[config.mk]
export PLATFORM = sky130hd
export DESIGN_NAME = i2c_slave_reg_ctrl
export DESIGN_NICKNAME = d
export VERILOG_FILES = /design/src/rtl/i2c_slave_reg_ctrl.sv
export SDC_FILE = /design/constraint.sdc
export NUM_CORES = 1
export LEC_CHECK = 0
export CAP_MARGIN = 20
export CORE_MARGIN = 5
export CORE_UTILIZATION = 23
export DETAILED_ROUTE_END_ITERATION = 6
export PLACE_DENSITY = 0.46
export SYNTH_ARGS = -nofsm -noshare
export SYNTH_HDL_FRONTEND = slang
export SYNTH_SLANG_ARGS = --single-unit
[constraint.sdc]
create_clock -name clk -period 3.4 [get_ports clk]
set_input_delay 0.85 -clock clk [delete_from_list [all_inputs] [get_ports clk]]
set_output_delay 0.85 -clock clk [all_outputs]
set_load 0.01 [all_outputs]
[src/rtl/i2c_slave_reg_ctrl.sv]
// Register bank and byte sequencer behind an I2C slave: turns the slave's receive/transmit
// handshakes into pointer-addressed register reads and writes, with a parallel host write port.
module i2c_slave_reg_ctrl #(
  parameter int         REG_NUM  = 16,
  parameter logic [6:0] DEV_ADDR = 7'h50,
  parameter logic [7:0] RST_VAL  = 8'h00
) (
  input  logic                         clk,
  input  logic                         rst_n,
  input  logic                         ctrl_en,
  output logic                         slv_en,
  output logic [6:0]                   slv_addr,
  output logic                         slv_rd_clr,
  output logic                         slv_wr_rdy,
  output logic [7:0]                   slv_wr_byte,
  input  logic                         slv_rd_full,
  input  logic                         slv_wr_empty,
  input  logic [7:0]                   slv_rd_byte,
  input  logic                         slv_match,
  input  logic                         slv_dir,
  input  logic                         slv_stop,
  input  logic                         slv_bus_err,
  input  logic                         host_we,
  input  logic [$clog2(REG_NUM)-1:0]   host_waddr,
  input  logic [7:0]                   host_wdata,
  output logic                         host_collide,
  output logic [REG_NUM*8-1:0]         regs_o,
  output logic                         i2c_wr_stb,
  output logic [$clog2(REG_NUM)-1:0]   i2c_wr_idx,
  output logic [$clog2(REG_NUM)-1:0]   ptr_o
);

  localparam int ADDR_W = $clog2(REG_NUM);
  localparam logic [ADDR_W-1:0] LAST = ADDR_W'(REG_NUM - 1);

  typedef enum logic [1:0] {S_OFF, S_LISTEN, S_RX_CLR, S_TX_LOAD} state_t;

  state_t            state;
  logic [7:0]        regs [REG_NUM];
  logic [ADDR_W-1:0] ptr;
  logic              first;
  logic              pend;

  logic rx_go, tx_go, rx_wr, pend_clr, pend_drop;

  function automatic logic [ADDR_W-1:0] ptr_inc(input logic [ADDR_W-1:0] p);
    return (p == LAST) ? '0 : p + 1'b1;
  endfunction

  function automatic logic [ADDR_W-1:0] ptr_dec(input logic [ADDR_W-1:0] p);
    return (p == '0) ? LAST : p - 1'b1;
  endfunction

  always_comb begin
    rx_go     = ctrl_en && (state == S_LISTEN) && slv_rd_full && !slv_dir;
    tx_go     = ctrl_en && (state == S_LISTEN) && slv_dir && slv_wr_empty && !pend;
    rx_wr     = rx_go && !first;
    // In TX_LOAD the slave has not yet seen wr_rdy, so wr_empty still refers to the old byte
    pend_clr  = pend && ctrl_en && slv_dir && slv_wr_empty && (state != S_TX_LOAD);
    // A prefetched byte the master never clocked out is given back to the pointer
    pend_drop = pend && (!slv_dir || !ctrl_en);
  end

  always_ff @(posedge clk) begin
    if (!rst_n) begin
      state        <= S_OFF;
      slv_en       <= 1'b0;
      slv_rd_clr   <= 1'b0;
      slv_wr_rdy   <= 1'b0;
      slv_wr_byte  <= '0;
      host_collide <= 1'b0;
      i2c_wr_stb   <= 1'b0;
      i2c_wr_idx   <= '0;
      ptr          <= '0;
      first        <= 1'b1;
      pend         <= 1'b0;
    end else begin
      slv_rd_clr   <= 1'b0;
      slv_wr_rdy   <= 1'b0;
      i2c_wr_stb   <= 1'b0;
      host_collide <= host_we && rx_wr;

      if (!ctrl_en) begin
        state  <= S_OFF;
        slv_en <= 1'b0;
      end else begin
        case (state)
          S_OFF: begin
            state  <= S_LISTEN;
            slv_en <= 1'b1;
          end
          S_LISTEN: begin
            if (rx_go) begin
              state      <= S_RX_CLR;
              slv_rd_clr <= 1'b1;
            end else if (tx_go) begin
              state      <= S_TX_LOAD;
              slv_wr_rdy <= 1'b1;
            end
          end
          default: state <= S_LISTEN;
        endcase
      end

      if (rx_go) begin
        if (first) begin
          ptr   <= ({1'b0, slv_rd_byte} < 9'(REG_NUM)) ? slv_rd_byte[ADDR_W-1:0] : '0;
          first <= 1'b0;
        end else begin
          i2c_wr_stb <= 1'b1;
          i2c_wr_idx <= ptr;
          ptr        <= ptr_inc(ptr);
        end
      end

      if (tx_go) begin
        slv_wr_byte <= regs[ptr];
        ptr         <= ptr_inc(ptr);
      end

      if (pend_drop) begin
        ptr  <= ptr_dec(ptr);
        pend <= 1'b0;
      end else if (tx_go) begin
        pend <= 1'b1;
      end else if (pend_clr) begin
        pend <= 1'b0;
      end

      if (slv_match || slv_stop || slv_bus_err) first <= 1'b1;
    end
  end

  // I2C writes win over host writes landing on the same edge
  always_ff @(posedge clk) begin
    if (!rst_n) begin
      for (int i = 0; i < REG_NUM; i++) regs[i] <= RST_VAL;
    end else if (rx_wr) begin
      regs[ptr] <= slv_rd_byte;
    end else if (host_we) begin
      regs[host_waddr] <= host_wdata;
    end
  end

  for (genvar g = 0; g < REG_NUM; g++) begin : g_regs_o
    assign regs_o[8*g +: 8] = regs[g];
  end

  assign slv_addr = DEV_ADDR;
  assign ptr_o    = ptr;

endmodule

After elaboration in Yosys (flattened, before gate mapping)

Memory sizes are Yosys's and may differ from the RTL's. A register that Yosys moved wholly into a read port is not among the register bits.
Index checks and enable logic that the tools add are counted.

Flip-flop bits (word level): 17
Memory bits (writable): 128
Output and inout bits: 156
Word-level logic and storage cells: 87
Memories: 1

Memories:

| name | words | bits a word | rd ports | clocked after memory_dff | wr ports | RTL line | RTL |
|---|---|---|---|---|---|---|---|
| regs | 16    | 8           | 17       | 1                        | 16       | 39       | `logic [7:0] regs [REG_NUM];` |

Add/sub/neg operators: 2
$lt $le $gt $ge: 1
Equal/unequal tests: 4
Multiplexer cells: 29
Bitwise gates (word level): 4
Reductions and logical operators: 35

Operators by type and width:

| kind                                                       | number |
|---|---|
| two-way mux 4 bit                                          | 9 |
| two-way mux 1 bit                                          | 16 |
| two-way mux 8 bit                                          | 2 |
| OR reduction 8 bit                                         | 2 |
| logical AND 1 bit                                          | 13 |
| less-than comparator 8 x 5 -> 1 bit, second input constant | 1 |
| AND reduction 2 bit                                        | 3 |
| logical NOT 1 bit                                          | 5 |
| adder 4 x 1 -> 4 bit, second input constant                | 1 |
| equality test 4 bit, second input constant                 | 1 |
| logical NOT 4 bit                                          | 1 |
| two-way mux 2 bit                                          | 2 |
| inverter 1 bit                                             | 4 |
| nonzero test 2 bit                                         | 2 |
| OR reduction 2 bit                                         | 2 |
| OR reduction 4 bit                                         | 1 |
| subtractor 4 x 1 -> 4 bit, second input constant           | 1 |
| logical OR 1 bit                                           | 3 |
| inequality test 3 bit, second input constant               | 1 |
| AND reduction 3 bit                                        | 1 |
| nonzero test 3 bit                                         | 1 |
| equality test 2 x 1 -> 1 bit, second input constant        | 1 |
| logical NOT 2 bit                                          | 1 |
| inequality test 2 bit, second input constant               | 1 |

Longest topological paths before layout

Gate-level depths: netlist of run 1.

Depth after elaboration: 11
Depth in mapped cells: 8
Mapped depth without buffers: 6

Least setup slack after synthesis of run 1

No wires, ideal clock.

Path kind: input to register
Start point: in slv_dir
End point: mem regs[6][0], enable pin
Data arrival time: 2.435 ns
Slack: 0.581 ns
Cell stages on the path: 6
Buffers on the path: 2
Path through: nand2b_1 > o31ai_1 > buf_4 > buf_6 > mux2i_1 > o21ai_0

RTL lines:

| item            | RTL line | RTL |
|---|---|---|
| start, declared | 20       | `input logic slv_dir,` |
| end, declared   | 39       |  |

Worst setup path in the final report of run 1

Start point: reg ptr[3], in the netlist ptr_o[3]
End point: out ptr_o[3]

RTL lines:

| item                   | RTL line | RTL |
|---|---|---|
| start, declared        | 40       | `logic [ADDR_W-1:0] ptr;` |
| start signal, assigned | 107      | `ptr <= ({1'b0, slv_rd_byte} < 9'(REG_NUM)) ? slv_rd_byte[ADDR_W-1:0] : '0;` |
| start signal, assigned | 112      | `ptr <= ptr_inc(ptr);` |
| start signal, assigned | 118      | `ptr <= ptr_inc(ptr);` |
| end, declared          | 30       | `output logic [$clog2(REG_NUM)-1:0] ptr_o` |

No word-level cell between the ends.

==> results.toml, run 1 <==
[run_status]
status = "finished clean"

[clocking]
clockRootBuffer = "clkbuf_16"
h-tree-depth = 4
cts.sinks = 153
clk_latency_ns = 0.44
cts_hold_buf = 0
cts_buffers = 17
postCtsSetupBuffers = 0
ctsResizeCount = 0
cts_tree = "done"
clk_pin_slew_ns = 0.07
clockBufferDepth = 2

[worst_setup_path]
end_kind = "output port"
rr_startpoint = "ptr_o[3]"
crit_cells = 1
ff2ff_setup_slack_ns = 0.89
reg2reg_depth = 5
crit_arrival_ns = 2.07
crit_end = "ptr_o[3]"
cp_num_buf_inv = 1
max_stage_delay_ns = 0.95
worstSetupStartpoint = "ptr_o[3]"
reg2reg_to = "slv_wr_byte[0]"
path_max_fanout = 32
cp_slowest_cell = "dfxtp_2"
crit_family = "flip-flops"
start_kind = "flip-flop"
cp_cell_sequence = "clkdlybuf4s50_1"
crit_required_ns = 2.55
crit_type = "flip-flop to output port"

[floorplanning]
floorplan.die_area_um2 = 36300
core_area_um2 = 32400
start_util = 0.231
fp-row-count = 66
die_w_um = 190
io_pins = 186
die_h_um = 190

[timing]
setup_tns_ns = 0
max_slew_margin = 0.357
fin_skew_ns = 0.0118
fin_hold_ws_ns = 0.452
worst_pin_slew_ns = 0.965
finalMaxSlewViolations = 0
rsz0062_at_grt = "no"
timing.fmax_mhz = 342
setup_viol = 0
finalHoldViolations = 0
min_period_ns = 2.92
fin_crit_sh = 0.859

[synth]
synth_top_family_by_area = "simple AND/OR/NAND/NOR gates"
synth-edff-count = 128
ys_seq_elements = 153
synth.distinct_cells = 61
synthMuxAreaShare = 0.147
yosysSeqAreaShare = 0.580
netlist_area_um2 = 7490
synthAdderAreaFrac = 0.00501
synth_cells = 621
synthSimpleGateAreaFrac = 0.157
synth.avg_cell_area_um2 = 12.1
synth_xor_area_frac = 0.00117
synth_compound_area_frac = 0.0690
yosysWarnings = 0
ys_async_sr_fraction = 0
synth_ff_type = "edfxtp_1"

[worst_hold_path]
min-delay-start = "i2c_wr_idx[3]"
hp-class = "flip-flop to flip-flop"

[route]
drt_iter0_drc = 549
vias_per_cell = 4.62
via_count = 5946
routed_wl_um = 29100
drt-wirelength-per-cell_um = 22.6
drc = 0
detail-route-antenna-nets = 0
drt-pass1-iter-count = 5

[global_route]
grtUsageTotal = 0.158
grt_max_degree = 33
gr-total-overflow = 0
grt_pass1_wl_um = 41800
grt_pass1_vias = 6094
antenna_found_initial = 1

[power_and_ir_drop]
p_leak_nw = 3.65
vdd_drop_max_mv = 0.354
power.density_nw_per_um2 = 471

[cells_and_area]
diodes = 0
drive_gt1_frac = 0.180
nNetsFinal = 866
fill_cells = 3318
final_common_cell = "clkdlybuf4s50_1"
area_growth_pct = 42.1
layout_common_cells = "clkdlybuf4s50_1 (178), nor2_1 (157), edfxtp_1 (128)"

[placement]
gp_congestion = 0.802
post-dp-hpwl_um = 22000
portBuffers = 178

[run]
cap_violations = 0
-- worst reg2reg max path, stage by stage, from the launching register on --
cell and delay [ns]:
dfxtp_2 0.95, buf_4 0.47, mux4_2 0.38, a22o_1 0.24, nor2_1 0.24, o21ai_0 0.11
-- synthesized netlist by cell type (2+ instances only) --
cell type | number | area [um2]
buf_2 | 12 | 60.1
and3b_1 | 2 | 17.5
mux2i_1 | 18 | 180
nand2b_1 | 5 | 31.3
mux2_4 | 2 | 30.0
o211ai_1 | 2 | 15.0
mux2_2 | 17 | 191
buf_6 | 7 | 78.8
or2_2 | 2 | 12.5
a22o_1 | 14 | 123
inv_1 | 9 | 33.8
o31ai_1 | 2 | 15.0
o2111ai_1 | 2 | 17.5
dfxtp_1 | 25 | 500
nor3_1 | 7 | 35.0
mux4_2 | 30 | 676
o21ai_0 | 21 | 105
a31o_2 | 2 | 17.5
ha_1 | 3 | 37.5
nand3b_1 | 3 | 22.5
conb_1 | 2 | 7.51
nor2_1 | 157 | 589
nand2_1 | 55 | 206
and2_1 | 5 | 31.3
nand4b_1 | 2 | 17.5
a21oi_1 | 10 | 50.1
edfxtp_1 | 128 | 3840
nor2b_1 | 6 | 37.5
buf_4 | 9 | 67.6
clkbuf_1 | 15 | 56.3
nand3_1 | 10 | 50.1
nand4_1 | 3 | 18.8
mux2i_2 | 2 | 27.5
nor4_1 | 5 | 31.3
-- worst min path at each step --
stage | to | cells after the start | slack (ns)
2_1_floorplan | state[1] | 1 | 0.46
3_3_place_gp | i2c_wr_idx[2] | 2 | 0.44
3_5_place_dp | i2c_wr_idx[3] | 2 | 0.45
4_1_cts | i2c_wr_idx[3] | 2 | 0.46
5_1_grt | i2c_wr_idx[3] | 2 | 0.48
6_report | i2c_wr_idx[3] | 2 | 0.45
-- layer usage --
metal  vias up  routed length (um)  share of wire  global-route usage
li1       2683                   -              -                   -
met1      3017               12800           0.44               0.215
met2       215               13800           0.48               0.256
met3        29                1820          0.063              0.0350
met4         2                 539          0.019              0.0450
met5         -                  13        0.00045                   0
-- area by class of cell --
class                   count  area [um2]  share of cell area
well taps                 442         553              0.0520
flip-flops and latches    153        4350               0.408
clock buffers              17         425              0.0400
repair buffers            231        2200               0.207
clock inverters            15         198              0.0186
inverters                   9        33.8             0.00317
multi-input cells         421        2880               0.271
-- flip-flops by register name, summed over array words and instances, names as in the netlist --
name	cells
slv_wr_byte	8
first	1
host_collide	1
slv_wr_rdy	1
pend	1
ptr_o	4
i2c_wr_stb	1
slv_rd_clr	1
slv_en	1
state	2
i2c_wr_idx	4
regs	128
-- report_power, final --
part | total, mW | switching (mW) | internal [mW]
Combinational | 0.757 | 0.403 | 0.353
Sequential | 2.19 | 0.0821 | 2.11
Clock | 2.06 | 0.876 | 1.19
Total | 5.01 | 1.36 | 3.65
-- cell families (layout without fill, tap and decap cells) --
| group | after synthesis | in the layout |
|---|---|---|
| AO/OA/AOI/OAI | 71 | 71 |
| multiplexers | 69 | 69 |
| other | 2 | 7 |
| XOR/XNOR | 1 | 1 |
| adder cells (fa/ha/maj) | 3 | 3 |
| buffers and inverters | 52 | 272 |
| AND/OR/NAND/NOR | 270 | 270 |
| flip-flops | 153 | 153 |
-- per-stage QoR --
stage / utilization / worst slack (ns) / power (mW) / instance area [um2] / cells
after detailed placement: 0.310 / 0.229 / 3.00 / 10000 / 1256
after floorplan: - / 0.581 / 2.56 / 7510 / 626
final: 0.329 / 0.478 / 5.01 / 10600 / 1288
after CTS: 0.329 / 0.456 / 5.06 / 10600 / 1288
after global routing: 0.329 / 0.406 / 5.18 / 10600 / 1288
after global placement: 0.310 / 0.285 / 3.00 / 10000 / 1256
No activity file was read; power rests on OpenSTA's default activity.
==> run 2, diff against run 1 <==
GPL_ROUTABILITY_DRIVEN = 0   (was not set)
==> results of run 2 <==
The final DEF is identical to that of run 1; final timing and power are the same.
==> run 3, diff against run 2 <==
CORE_MARGIN = 4   (was 5)
==> results.toml, run 3 (synthesis results as in run 1) <==
[cells_and_area]
top_register = "regs"
area_growth_pct = 41.8
nNetsFinal = 869
final_common_cell = "clkdlybuf4s50_1"
diodes = 0
final_util = 0.333
largest_reg_flops = 128
drive_gt1_frac = 0.183
layout_common_cells = "clkdlybuf4s50_1 (178), nor2_1 (157), edfxtp_1 (128)"
fill_cells = 3298
largest_registers = "regs (128), slv_wr_byte (8)"
fin_area_um2 = 10600

[route]
drt_iter0_drc = 542
detail-route-antenna-nets = 0
via_count = 6029
drc = 0
drt-pass1-iter-count = 5
vias_per_cell = 4.70
routed_wl_um = 29000
drt-wirelength-per-cell_um = 22.6

[floorplanning]
io_pins = 186
core_area_um2 = 31900
floorplan.die_area_um2 = 35500
die_h_um = 188
die_w_um = 188
fp-row-count = 65
start_util = 0.235

[global_route]
grt_max_degree = 31
grt_pass1_wl_um = 42000
grt_pass1_vias = 6189
grtUsageTotal = 0.161
gr-total-overflow = 0
antenna_found_initial = 1

[run_status]
status = "finished clean"

[timing]
fin_crit_sh = 0.843
min_period_ns = 2.87
fin_hold_ws_ns = 0.454
max_slew_margin = 0.406
worst_pin_slew_ns = 0.890
setup_viol = 0
fin_skew_ns = 0.0135
finalWorstSetupSlack_ns = 0.533
setup_tns_ns = 0
timing.fmax_mhz = 349
finalMaxSlewViolations = 0
finalHoldViolations = 0
rsz0062_at_grt = "no"

[power_and_ir_drop]
p_leak_nw = 3.63
power.density_nw_per_um2 = 454
vdd_drop_max_mv = 0.333

[clocking]
ctsResizeCount = 0
clk_latency_ns = 0.44
cts_buffers = 17
clk_pin_slew_ns = 0.07
clockRootBuffer = "clkbuf_16"
h-tree-depth = 4
cts_hold_buf = 0
cts_tree = "done"
cts.sinks = 153
clockBufferDepth = 2
postCtsSetupBuffers = 0

[placement]
portBuffers = 178
post-dp-hpwl_um = 21800
placed_cell_area_um2 = 10000
pre_cts_ws_ns = 0.132

[worst_setup_path]
end_kind = "output port"
crit_type = "flip-flop to output port"
start_kind = "flip-flop"
crit_arrival_ns = 2.02
path_max_fanout = 30
crit_family = "flip-flops"
cp_cell_sequence = "clkdlybuf4s50_1"
cp_slowest_cell = "dfxtp_2"
max_stage_delay_ns = 0.90
cp_num_buf_inv = 1
crit_required_ns = 2.55

[run]
cap_violations = 0

[worst_hold_path]
hp-class = "flip-flop to flip-flop"
## run 3: stage by stage
stage,cells,power (mW)
after floorplan,626,2.56
after global placement,1252,3.00
after detailed placement,1252,3.00
after CTS,1284,4.88
after global routing,1284,5.01
final,1284,4.83
## run 3: routing by layer
layer / track usage / routed length [um]
met4: 0.0404 / 446
met1: 0.220 / 12800
met2: 0.256 / 13500
met5: 0 / 11
met3: 0.0446 / 2160
## run 3: worst paths after layout
check | startpoint | endpoint | slack, ns | depth (start not counted)
max | ptr_o[3] | ptr_o[3] | 0.53 | 1
min | i2c_wr_idx[0] | i2c_wr_idx[0] | 0.45 | 2
max reg2reg | ptr_o[2] | slv_wr_byte[0] | 0.91 | 5
min reg2reg | i2c_wr_idx[0] | i2c_wr_idx[0] | 0.45 | 2
## run 3: area by class of cell
class / count / area, um2 / share of cell area
clock buffer: 18 / 429 / 0.0404
clock inverter: 14 / 159 / 0.0150
inverter: 9 / 33.8 / 0.00318
multi-input combinational: 421 / 2880 / 0.271
sequential: 153 / 4350 / 0.409
tap: 435 / 544 / 0.0512
timing repair buffer: 234 / 2230 / 0.210
## run 3: power breakdown
part / internal [mW] / switching (mW)
clock: 0.979 / 0.894
combinational: 0.355 / 0.407
sequential: 2.11 / 0.0805
total: 3.45 / 1.38
==> RTL change, RTL diff (config.mk and constraints of run 1) <==
`REG_NUM`: 16 -> 8.
--- a/src/rtl/i2c_slave_reg_ctrl.sv
+++ b/src/rtl/i2c_slave_reg_ctrl.sv
@@ -2,5 +2,5 @@
 // handshakes into pointer-addressed register reads and writes, with a parallel host write port.
 module i2c_slave_reg_ctrl #(
-  parameter int         REG_NUM  = 16,
+  parameter int         REG_NUM  = 8,
   parameter logic [6:0] DEV_ADDR = 7'h50,
   parameter logic [7:0] RST_VAL  = 8'h00
Interface: changed (resized host_waddr, i2c_wr_idx, ptr_o and regs_o); port bits go from 186 to 119. No check against the original RTL was run, so the function may have changed too.
==> RTL change against run 1 <==
- non-clock buffer count shrank 88
- routed wire length shrank 51%
- cell area shrank 44%
- area after synthesis shrank 44%
- clock skew shrank 2.7 ps
- utilization grew 0.29 points
- largest cell class unchanged
- sequential cell count shrank 66
- total power shrank 49%
- worst setup slack gained 11 ps
- clock power shrank 52%
- sequential share of layout area shrank 0.86 points
==> RTL change: results (changes against run 1) <==
status=finished clean (unchanged); critical path's largest stage delay=550 ps (was 950 ps); clock-pin slew on the worst setup and hold paths=approximately 60 ps; Setup WS pre-CTS=189.2 ps (was 229.4 ps); Synth top cells by count=edfxtp_1, nor3_1, dfxtp_1 (was nor2_1, edfxtp_1, nand2_1); largest registers=regs: 64 flops, slv_wr_byte: 8 flops (was regs: 128 flops, slv_wr_byte: 8 flops); final-layout fill cell count=1803 (was 3318); Max rail drop VDD=217.5 uV (was 354.1 uV); crit path max fanout=24 (was 32); sequential fraction of the synthesis area=56.77% (was 57.98%); largest net degree at the start of global routing=25 (was 33); H-tree Lvls=3 (was 4); FF-to-FF Start=ptr_o[0]$_SDFFE_PN0P_ (was ptr_o[3]$_SDFFE_PN0P_); slowest CP cell=clkdlybuf4s50_1 (was dfxtp_2); Worst-Margin Slew=712.9 ps (was 964.6 ps); DR pass1 iterations=4 (was 5); reg2reg end=slv_wr_byte[6]$_SDFFE_PN0P_ (was slv_wr_byte[0]$_SDFFE_PN0P_); FF-to-FF path depth=4 (was 5); GRT Resource Usage Total=13.47% (was 15.83%); number of enable flip-flop cells after synthesis=64 (was 128); Arr. time, crit path=3000 ps (was 2070 ps); total leakage power=0.001974 uW (was 0.003648 uW); top cells by area, synth=edfxtp_1, dfxtp_1, mux4_2, nor3_1, mux2i_1 (was edfxtp_1, mux4_2, nor2_1, dfxtp_1, nand2_1); post-CTS sizing=0 (unchanged); Num CTS Buffers=9 (was 17); Synth cell types=46 (was 61); post-detail-place hpwl=10.54 mm (was 21.96 mm); Net Switching=622.8 uW (was 1361 uW); Clock Latency Late Sink=340 ps (was 440 ps); die width=145.1 um (was 190.5 um); via count=3250 (was 5946); Hold WC Path Type=reg -> reg (unchanged); Port Buffers=111 (was 178); DRC=0 (unchanged); initial antenna violation count=2 (was 1); Async SR Flop Fraction=0% (unchanged); Hold Path Origin=i2c_wr_idx[2]$_SDFFE_PN0N_ (was i2c_wr_idx[3]$_SDFFE_PN0N_); Post-Layout Cell Count=698 (was 1288); initial drt markers=240 (was 549); Post-Syn Area per Cell=12.64 um^2 (was 12.06 um^2); Final ANT Viol Nets=0 (unchanged); Worst Clk Skew=9.053 ps (was 11.79 ps); buffer count from post-CTS setup fixing=0 (unchanged); net count reported at finish=497 (was 866); routed length per placed instance=20.31 um (was 22.56 um); routability cong.=0.7837 (was 0.8016); hold endpoint=i2c_wr_idx[2]$_SDFFE_PN0N_ (was i2c_wr_idx[3]$_SDFFE_PN0N_); first-pass GRT wire length=21.74 mm (was 41.83 mm); vias in the first global route=3490 (was 6094); R2R setup slack=1100 ps (was 890 ps); share of cells above drive strength 1=17.95% (was 17.97%); Post-Place Cells=682 (was 1256)
## RTL change: worst max-delay path by stage
stage	startpoint	to	slack, ps	depth (start not counted)
6_report	slv_dir	regs[0][6]$_SDFFCE_PN0P_	490	6
5_1_grt	slv_dir	regs[2][2]$_SDFFCE_PN0P_	370	6
4_1_cts	slv_dir	regs[0][6]$_SDFFCE_PN0P_	520	6
3_5_place_dp	slv_dir	regs[0][6]$_SDFFCE_PN0P_	190	6
3_3_place_gp	slv_dir	regs[4][3]$_SDFFCE_PN0P_	210	6
2_1_floorplan	slv_dir	regs[1][0]$_SDFFCE_PN0P_	580	5
## RTL change: routing by layer
layer | up-vias | track usage, % | part of all wire (%) | wire length, um
met5 | - | 0 | 0 | 0
met4 | 0 | 3.172 | 1.1 | 160
met3 | 12 | 4.116 | 5.2 | 733
met2 | 110 | 21.56 | 48 | 6801
met1 | 1616 | 17.97 | 46 | 6481
li1 | 1512 | - | - | -
## RTL change: layout make-up
type,count,area (um^2),area share (%)
Inverter,5,18.77,0.3149
Clock inverter,5,58.81,0.9868
Timing Repair Buffer,143,1351,22.67
Tap cell,229,286.5,4.808
Antenna cell,1,2.502,0.04199
Clock buffer,10,229.0,3.842
Multi-Input combinational cell,218,1630,27.36
Sequential cell,87,2382,39.97
## RTL change: per-stage QoR
| stage | hold WS (ps) | total power, uW | cell area [um^2] |
|---|---|---|---|
| floorplan | 463.1 | 1379 | 4215 |
| global placement | 459.9 | 1579 | 5669 |
| detailed placement | 466.4 | 1578 | 5669 |
| CTS | 474.5 | 2565 | 5957 |
| global route | 498.3 | 2630 | 5959 |
| finish | 470.8 | 2534 | 5959 |
## RTL change: critical path: cells and delay by family
kind	cells	cell delay [ps]
AO/OA/AOI/OAI	2	700
AND/OR/NAND/NOR	2	460
buffers and inverters	2	970
## RTL change: cells by family after synthesis
logic type	share of synthesized area, %
adder cells (fa/ha/maj)	1.193
flip-flops	56.77
AO/OA/AOI/OAI	6.828
AND/OR/NAND/NOR	16.55
other	0.1790
buffers and inverters	4.829
multiplexers	13.66
## RTL change: power by group through the flow
stage	Clock, uW	Sequential (uW)	Combinational, uW
finish	981	1210	341
floorplan	0	1240	139
detailed placement	0	1230	344
global route	1050	1220	366
global placement	0	1240	343
CTS	1010	1210	346
